`src/rtl/vdf_pkg.sv`:
```
// Shared definitions for the VDF multiplier sequencers.
//   - sq_state_t : state encoding for the squaring sequencer FSM
//   - calc_*     : derivation of redundant operand geometry from the radix
//                  parameters (I_WORD, COEF_BITS, DAT_W)
//   - redun_t    : redundant operand at the default geometry, one packed
//                  coefficient per word
package vdf_pkg;

    typedef enum logic [1:0] {
        ST_IDLE  = 2'd0,
        ST_ISSUE = 2'd1,
        ST_WAIT  = 2'd2,
        ST_DONE  = 2'd3
    } sq_state_t;

    // One extra word holds the top carry of the redundant representation.
    function automatic int calc_i_word(input int num_words);
        return num_words + 1;
    endfunction

    function automatic int calc_coef_bits(input int word_bits, input int redun_word_bits);
        return word_bits + redun_word_bits;
    endfunction

    function automatic int calc_dat_w(input int word_bits, input int num_words,
                                      input int redun_word_bits);
        return calc_i_word(num_words) * calc_coef_bits(word_bits, redun_word_bits);
    endfunction

    localparam int DEF_WORD_BITS       = 8;
    localparam int DEF_NUM_WORDS       = 4;
    localparam int DEF_REDUN_WORD_BITS = 1;
    localparam int DEF_I_WORD          = calc_i_word(DEF_NUM_WORDS);
    localparam int DEF_COEF_BITS       = calc_coef_bits(DEF_WORD_BITS, DEF_REDUN_WORD_BITS);
    localparam int DEF_DAT_W           = calc_dat_w(DEF_WORD_BITS, DEF_NUM_WORDS,
                                                    DEF_REDUN_WORD_BITS);

    typedef logic [DEF_I_WORD-1:0][DEF_COEF_BITS-1:0] redun_t;

endpackage

```
`src/rtl/vdf_wdog_cnt.sv`:
```
// Loadable saturating up-counter with a terminal flag, used as a latency
// watchdog by the multiplier sequencers.
//   i_clk, i_rst : clock, asynchronous active-high reset
//   i_load       : load i_load_val (wins over i_inc)
//   i_inc        : count one cycle
//   o_tc         : this increment brings the count to LIMIT
module vdf_wdog_cnt #(
    parameter int CNT_W = 4,
    parameter int LIMIT = 8
) (
    input  logic             i_clk,
    input  logic             i_rst,
    input  logic             i_load,
    input  logic [CNT_W-1:0] i_load_val,
    input  logic             i_inc,
    output logic             o_tc
);

    localparam logic [CNT_W-1:0] TC_PRE = CNT_W'(LIMIT - 1);

    logic [CNT_W-1:0] cnt;

    always_ff @(posedge i_clk or posedge i_rst) begin
        if (i_rst) begin
            cnt <= '0;
        end else if (i_load) begin
            cnt <= i_load_val;
        end else if (i_inc && (cnt != '1)) begin
            cnt <= cnt + CNT_W'(1);
        end
    end

    // Flag on the cycle whose edge reaches LIMIT, so the owner can act on
    // that same edge instead of one cycle later.
    assign o_tc = i_inc && !i_load && (cnt >= TC_PRE);

endmodule

```
`src/rtl/vdf_sq_sequencer.sv`:
```
// Repeated modular squaring sequencer for a pipelined multiplier.
// Loads an initial redundant value and an iteration count, issues one
// squaring at a time, feeds each result back as the next operand and
// returns the final value through a valid/ready handshake.
//   i_clk, i_rst               : clock, asynchronous active-high reset
//   i_start, i_dat, i_iter     : job request (accepted when idle)
//   i_abort                    : cancel the running job
//   o_busy                     : job in progress
//   o_mul_val, o_mul_dat_a/b   : squaring issue to the multiplier
//   i_mul_val, i_mul_dat       : multiplier result
//   o_val, i_rdy, o_dat, o_err : final result handshake, watchdog error
//   o_iter_done                : squarings completed in this/last job
//
// state | meaning
// IDLE  | waiting for i_start
// ISSUE | one-cycle issue of the operand to the multiplier
// WAIT  | squaring in flight, watchdog running
// DONE  | result presented until accepted
module vdf_sq_sequencer
    import vdf_pkg::*;
#(
    parameter int WORD_BITS       = 8,
    parameter int NUM_WORDS       = 4,
    parameter int REDUN_WORD_BITS = 1,
    parameter int ITER_BITS       = 32,
    parameter int MUL_LATENCY     = 6,
    parameter int WDOG_SLACK      = 2,
    localparam int DAT_W          = calc_dat_w(WORD_BITS, NUM_WORDS, REDUN_WORD_BITS)
) (
    input  logic                 i_clk,
    input  logic                 i_rst,
    input  logic                 i_start,
    input  logic [DAT_W-1:0]     i_dat,
    input  logic [ITER_BITS-1:0] i_iter,
    input  logic                 i_abort,
    output logic                 o_busy,
    output logic                 o_mul_val,
    output logic [DAT_W-1:0]     o_mul_dat_a,
    output logic [DAT_W-1:0]     o_mul_dat_b,
    input  logic                 i_mul_val,
    input  logic [DAT_W-1:0]     i_mul_dat,
    output logic                 o_val,
    input  logic                 i_rdy,
    output logic [DAT_W-1:0]     o_dat,
    output logic                 o_err,
    output logic [ITER_BITS-1:0] o_iter_done
);

    localparam int WDOG_LIMIT = MUL_LATENCY + WDOG_SLACK;
    localparam int WDOG_W     = $clog2(WDOG_LIMIT + 1);

    sq_state_t             state, state_nxt;
    logic [DAT_W-1:0]      op_reg;
    logic [ITER_BITS-1:0]  rem_cnt;
    logic [ITER_BITS-1:0]  iter_done;
    logic                  err_reg;
    logic                  wdog_tc;
    logic                  abort_act;

    assign abort_act = i_abort && (state != ST_IDLE);

    vdf_wdog_cnt #(
        .CNT_W (WDOG_W),
        .LIMIT (WDOG_LIMIT)
    ) u_wdog (
        .i_clk      (i_clk),
        .i_rst      (i_rst),
        .i_load     (state == ST_ISSUE),
        .i_load_val ('0),
        .i_inc      (state == ST_WAIT),
        .o_tc       (wdog_tc)
    );

    always_ff @(posedge i_clk or posedge i_rst) begin
        if (i_rst) begin
            state <= ST_IDLE;
        end else begin
            state <= state_nxt;
        end
    end

    always_comb begin
        state_nxt = state;
        case (state)
            ST_IDLE: begin
                if (i_start) begin
                    state_nxt = (i_iter == '0) ? ST_DONE : ST_ISSUE;
                end
            end
            ST_ISSUE: state_nxt = ST_WAIT;
            ST_WAIT: begin
                if (i_mul_val) begin
                    state_nxt = (rem_cnt == ITER_BITS'(1)) ? ST_DONE : ST_ISSUE;
                end else if (wdog_tc) begin
                    state_nxt = ST_DONE;
                end
            end
            ST_DONE: begin
                if (i_rdy) begin
                    state_nxt = ST_IDLE;
                end
            end
            default: state_nxt = ST_IDLE;
        endcase
        if (abort_act) begin
            state_nxt = ST_IDLE;
        end
    end

    always_comb begin
        o_busy    = (state != ST_IDLE);
        o_mul_val = (state == ST_ISSUE);
        o_val     = (state == ST_DONE);
    end

    // Results are only taken in WAIT, so late or stray multiplier outputs
    // in any other state never disturb the operand.
    always_ff @(posedge i_clk or posedge i_rst) begin
        if (i_rst) begin
            op_reg    <= '0;
            rem_cnt   <= '0;
            iter_done <= '0;
            err_reg   <= 1'b0;
        end else if (!abort_act) begin
            if (state == ST_IDLE && i_start) begin
                op_reg    <= i_dat;
                rem_cnt   <= i_iter;
                iter_done <= '0;
                err_reg   <= 1'b0;
            end else if (state == ST_WAIT) begin
                if (i_mul_val) begin
                    op_reg    <= i_mul_dat;
                    rem_cnt   <= rem_cnt - ITER_BITS'(1);
                    iter_done <= iter_done + ITER_BITS'(1);
                end else if (wdog_tc) begin
                    err_reg <= 1'b1;
                end
            end
        end
    end

    assign o_mul_dat_a = op_reg;
    assign o_mul_dat_b = op_reg;
    assign o_dat       = op_reg;
    assign o_err       = err_reg;
    assign o_iter_done = iter_done;

endmodule
```
`config.mk`:
```
export PLATFORM = sky130hd
export DESIGN_NAME = vdf_sq_sequencer
export DESIGN_NICKNAME = d
export VERILOG_FILES = /design/src/rtl/vdf_pkg.sv /design/src/rtl/vdf_wdog_cnt.sv /design/src/rtl/vdf_sq_sequencer.sv
export SDC_FILE = /design/constraint.sdc
export NUM_CORES = 1
export LEC_CHECK = 0
export ABC_AREA = 1
export CELL_PAD_IN_SITES_DETAIL_PLACEMENT = 0
export CELL_PAD_IN_SITES_GLOBAL_PLACEMENT = 1
export CORE_ASPECT_RATIO = 0.8
export CORE_MARGIN = 5
export CORE_UTILIZATION = 35
export DETAILED_ROUTE_END_ITERATION = 10
export DONT_BUFFER_PORTS = 1
export PLACE_DENSITY_LB_ADDON = 0.1
export SLEW_MARGIN = 20
export SYNTH_ARGS = -nofsm -noshare
export SYNTH_HDL_FRONTEND = slang
export SYNTH_HIERARCHICAL = 1
export SYNTH_SLANG_ARGS = --single-unit
```
`constraint.sdc`:
```
create_clock -name i_clk -period 5.15 [get_ports i_clk]
set_clock_uncertainty 0.2 [all_clocks]
set_input_delay 0.7725 -clock i_clk [delete_from_list [all_inputs] [get_ports i_clk]]
set_output_delay 0.7725 -clock i_clk [all_outputs]
set_load 0.03 [all_outputs]
```
==> metrics.txt <==
1st-iter DRT viols 391; number of optimization iterations in the first detailed-route pass 6; via count of the first global-routing pass 6565; Die X-Extent 176 um; IO Count 299; Mapped Area 7750 um2; relative area change from synthesis to final layout 2.74%; proportion of total power due to net switching 0.553; Clk pin slew, worst setup/hold paths 0.06 ns; capture point of the critical path o_iter_done[20]; startpoint type of the worst setup path flip-flop; R2R depth 9; DRC violations left 0; top cells by area, synth dfrtp_1 (37%), nand2_1 (18%), buf_4 (9.2%), nor2_1 (9.2%), inv_1 (5.0%); combinational cell fraction of total power 0.262; post-detailed-route wirelength per cell 19.2 um; antenna violations before repair 0; final standard cell utilization of the core 0.367; routability congestion estimate 0.803; number of slew-limit violations in the final report 0; quantity of I/O buffers inserted on ports 0; Antenna diodes 0; Critical Path Start state[1]; setup slack at placement 2.47 ns; total number of clock tree sinks 116; fmax 407 MHz; Total Power Consumption 0.00549 W; final critical-path required period 2.46 ns; all-layer global routing usage 0.205; estimated wirelength of the detail-placed design 19.5 mm; first-pass GRT wire length 40.1 mm; worst min-delay path class input port to asynchronous set/reset pin; power per standard cell area 690 nW/um2; sequential area share after synthesis 0.375; fin cells 1369; net switching power 0.00304 W; Post-CTS Setup Repair Bufs 0; count of distinct cell types in the synthesized netlist 38; slew of the pin with the lowest slew margin 0.946 ns; Cell Count Post-Placement 1336; outcome complete, no violations; Synth Instances 1153; NumNets Final 1188; syn_area_per_cell 6.72 um2; GRT Residual Overflow 0; setup violation total in the final timing report 0; internal power of the cells 0.00245 W; yosys warns 6; maximum ir drop on the vdd rail 179 uV; RSZ-0062 raised after global routing false; reg2reg start state[1]; Post-Route WL 26.3 mm; clock tree buffer depth 2; clock tree root driver cell clkbuf_16; total via count in the routed design 6862; kind of critical path flip-flop to flip-flop; sequential group share of total power 0.512; Worst Slack Setup Final 2.69 ns; worst slew margin relative to its limit 0.369; Max Cap Viol 0; Worst R2R End o_iter_done[20]; part of the power in the clock network 0.226; share of the cycle needed by the critical path after routing 0.477; number of enable flip-flop cells after synthesis 0; pin count of the biggest net entering global routing 120; TritonCTS clock tree yes; CTS H-tree depth 4; FF-to-FF setup slack 2.69 ns; post-synthesis cell type with the largest combined area dfrtp_1; Clk Latency, worst-skew pair 0.42 ns; starting density of the core 0.357; Worst EP arrival 2.61 ns; leak pwr 3.49 nW; post-synthesis register bit count 116; worst-path maximum fanout 119; TNS Setup 0 ns; required time at the endpoint of the critical path 5.30 ns; num rows 48; share of layout cells above drive strength 1 0.0477; area inside the core boundary 21700 um2; antenna viol nets, final 0; async set or reset register ratio after synthesis 1.00; prevailing post-synth register cell dfrtp_1; hold violation count in the final report 0; number of CTS-inserted buffers 17; vias per std cell 5.01; Die Outline Area 25200 um2; element type at the critical path end flip-flop; Die Height 143 um; Layout fillers 2381; Synth top area share 0.375
[routing by layer]
metal | GRT usage | routed length, um | part of all wire
met5 | 0 | 0 | 0
met4 | 0.0464 | 240 | 0.0091
met3 | 0.0675 | 2590 | 0.098
met2 | 0.316 | 11500 | 0.44
met1 | 0.283 | 11900 | 0.45
[flip-flops by register name (all words and copies together) (netlist names)]
register and cells:
state 2, o_iter_done 32, o_dat 45, rem_cnt 32, u_wdog/cnt 4, o_err 1
[power by group through the flow]
stage / Combinational (W) / Clock (W) / Sequential (W)
finish: 0.00144 / 0.00124 / 0.00281
global route: 0.00166 / 0.00132 / 0.00288
CTS: 0.00146 / 0.00128 / 0.00282
detailed placement: 0.00145 / 0 / 0.00284
global placement: 0.00145 / 0 / 0.00284
floorplan: 0.00241 / 0 / 0.00190
[synth_stat cells, types with 2 or more instances]
cell        n
dfrtp_1   116
ha_1        4
nand4_1    28
a21oi_1    10
xor2_1      8
o22ai_1     4
nand3_1    60
inv_2       4
nor3b_1     3
o221ai_1    2
inv_1     104
o211ai_1    4
nor3_1      5
nor2_1    190
a31oi_1    48
buf_4      95
buf_6       2
a211oi_1    2
nand2_1   369
buf_2      19
clkbuf_1   11
o21bai_1    6
o21ai_0    44
[worst max-delay path, cell delays in order, from the launching register on]
cell	delay, ns
dfrtp_1	0.43
inv_2	0.06
nor2_4	0.21
nand3_4	0.23
nand2_4	0.30
buf_12	0.40
nand3_1	0.16
o21ai_1	0.15
nand2_1	0.06
nor2_1	0.11
[cell families after synthesis]
| family | share of synthesized area |
|---|---|
| other | 0.000484 |
| and+or+nand+nor | 0.346 |
| buffers and inverters | 0.165 |
| DFF | 0.375 |
| xor gates and xnor gates | 0.0102 |
| AOI/OAI and AO/OA | 0.0967 |
| adders and majority gates | 0.00646 |
[cell usage in the layout (no fill, tap or decap), drive strengths merged, types with 5 or more instances in the layout]
cell type  Yosys  final
nand3         62     62
clkinv         1      6
inv          108    112
clkbuf        11     18
nor2         192    192
a31oi         48     48
dfrtp        116    116
nand4         28     28
o21ai         45     45
buf          116      7
o21bai         6      6
nor3           5      5
nand2        370    370
a21oi         10     10
xor2           8      8
[worst min path at each step]
stage,start,to
floorplan,rem_cnt[14],rem_cnt[14]
detailed placement,rem_cnt[15],rem_cnt[15]
finish,i_rst,o_dat[18]
global route,i_rst,o_dat[18]
CTS,i_rst,o_dat[18]
global placement,rem_cnt[9],rem_cnt[9]
[per-stage QoR]
stage          cell area [um2]  hold slack [ns]
4_1_cts                   7960           0.0690
3_3_place_gp              7350            0.343
2_1_floorplan             7760            0.310
6_report                  7960           0.0419
3_5_place_dp              7350            0.345
5_1_grt                   7960           0.0837
[area by class of cell]
class / count / area (um2) / share of cell area
Tap cell: 300 / 375 / 0.0471
Multi-Input combinational cell: 804 / 3590 / 0.451
Clock buffer: 18 / 429 / 0.0539
Clock inverter: 14 / 176 / 0.0222
Timing Repair Buffer: 8 / 75.1 / 0.00943
Sequential cell: 116 / 2900 / 0.365
Inverter: 109 / 412 / 0.0517
[what timing repair did]
item,in CTS,in global routing
hold buffers,1,0
endpoints found under the hold margin,4,0
gates resized for setup,0,0
No activity file was read; power rests on OpenSTA's default activity.
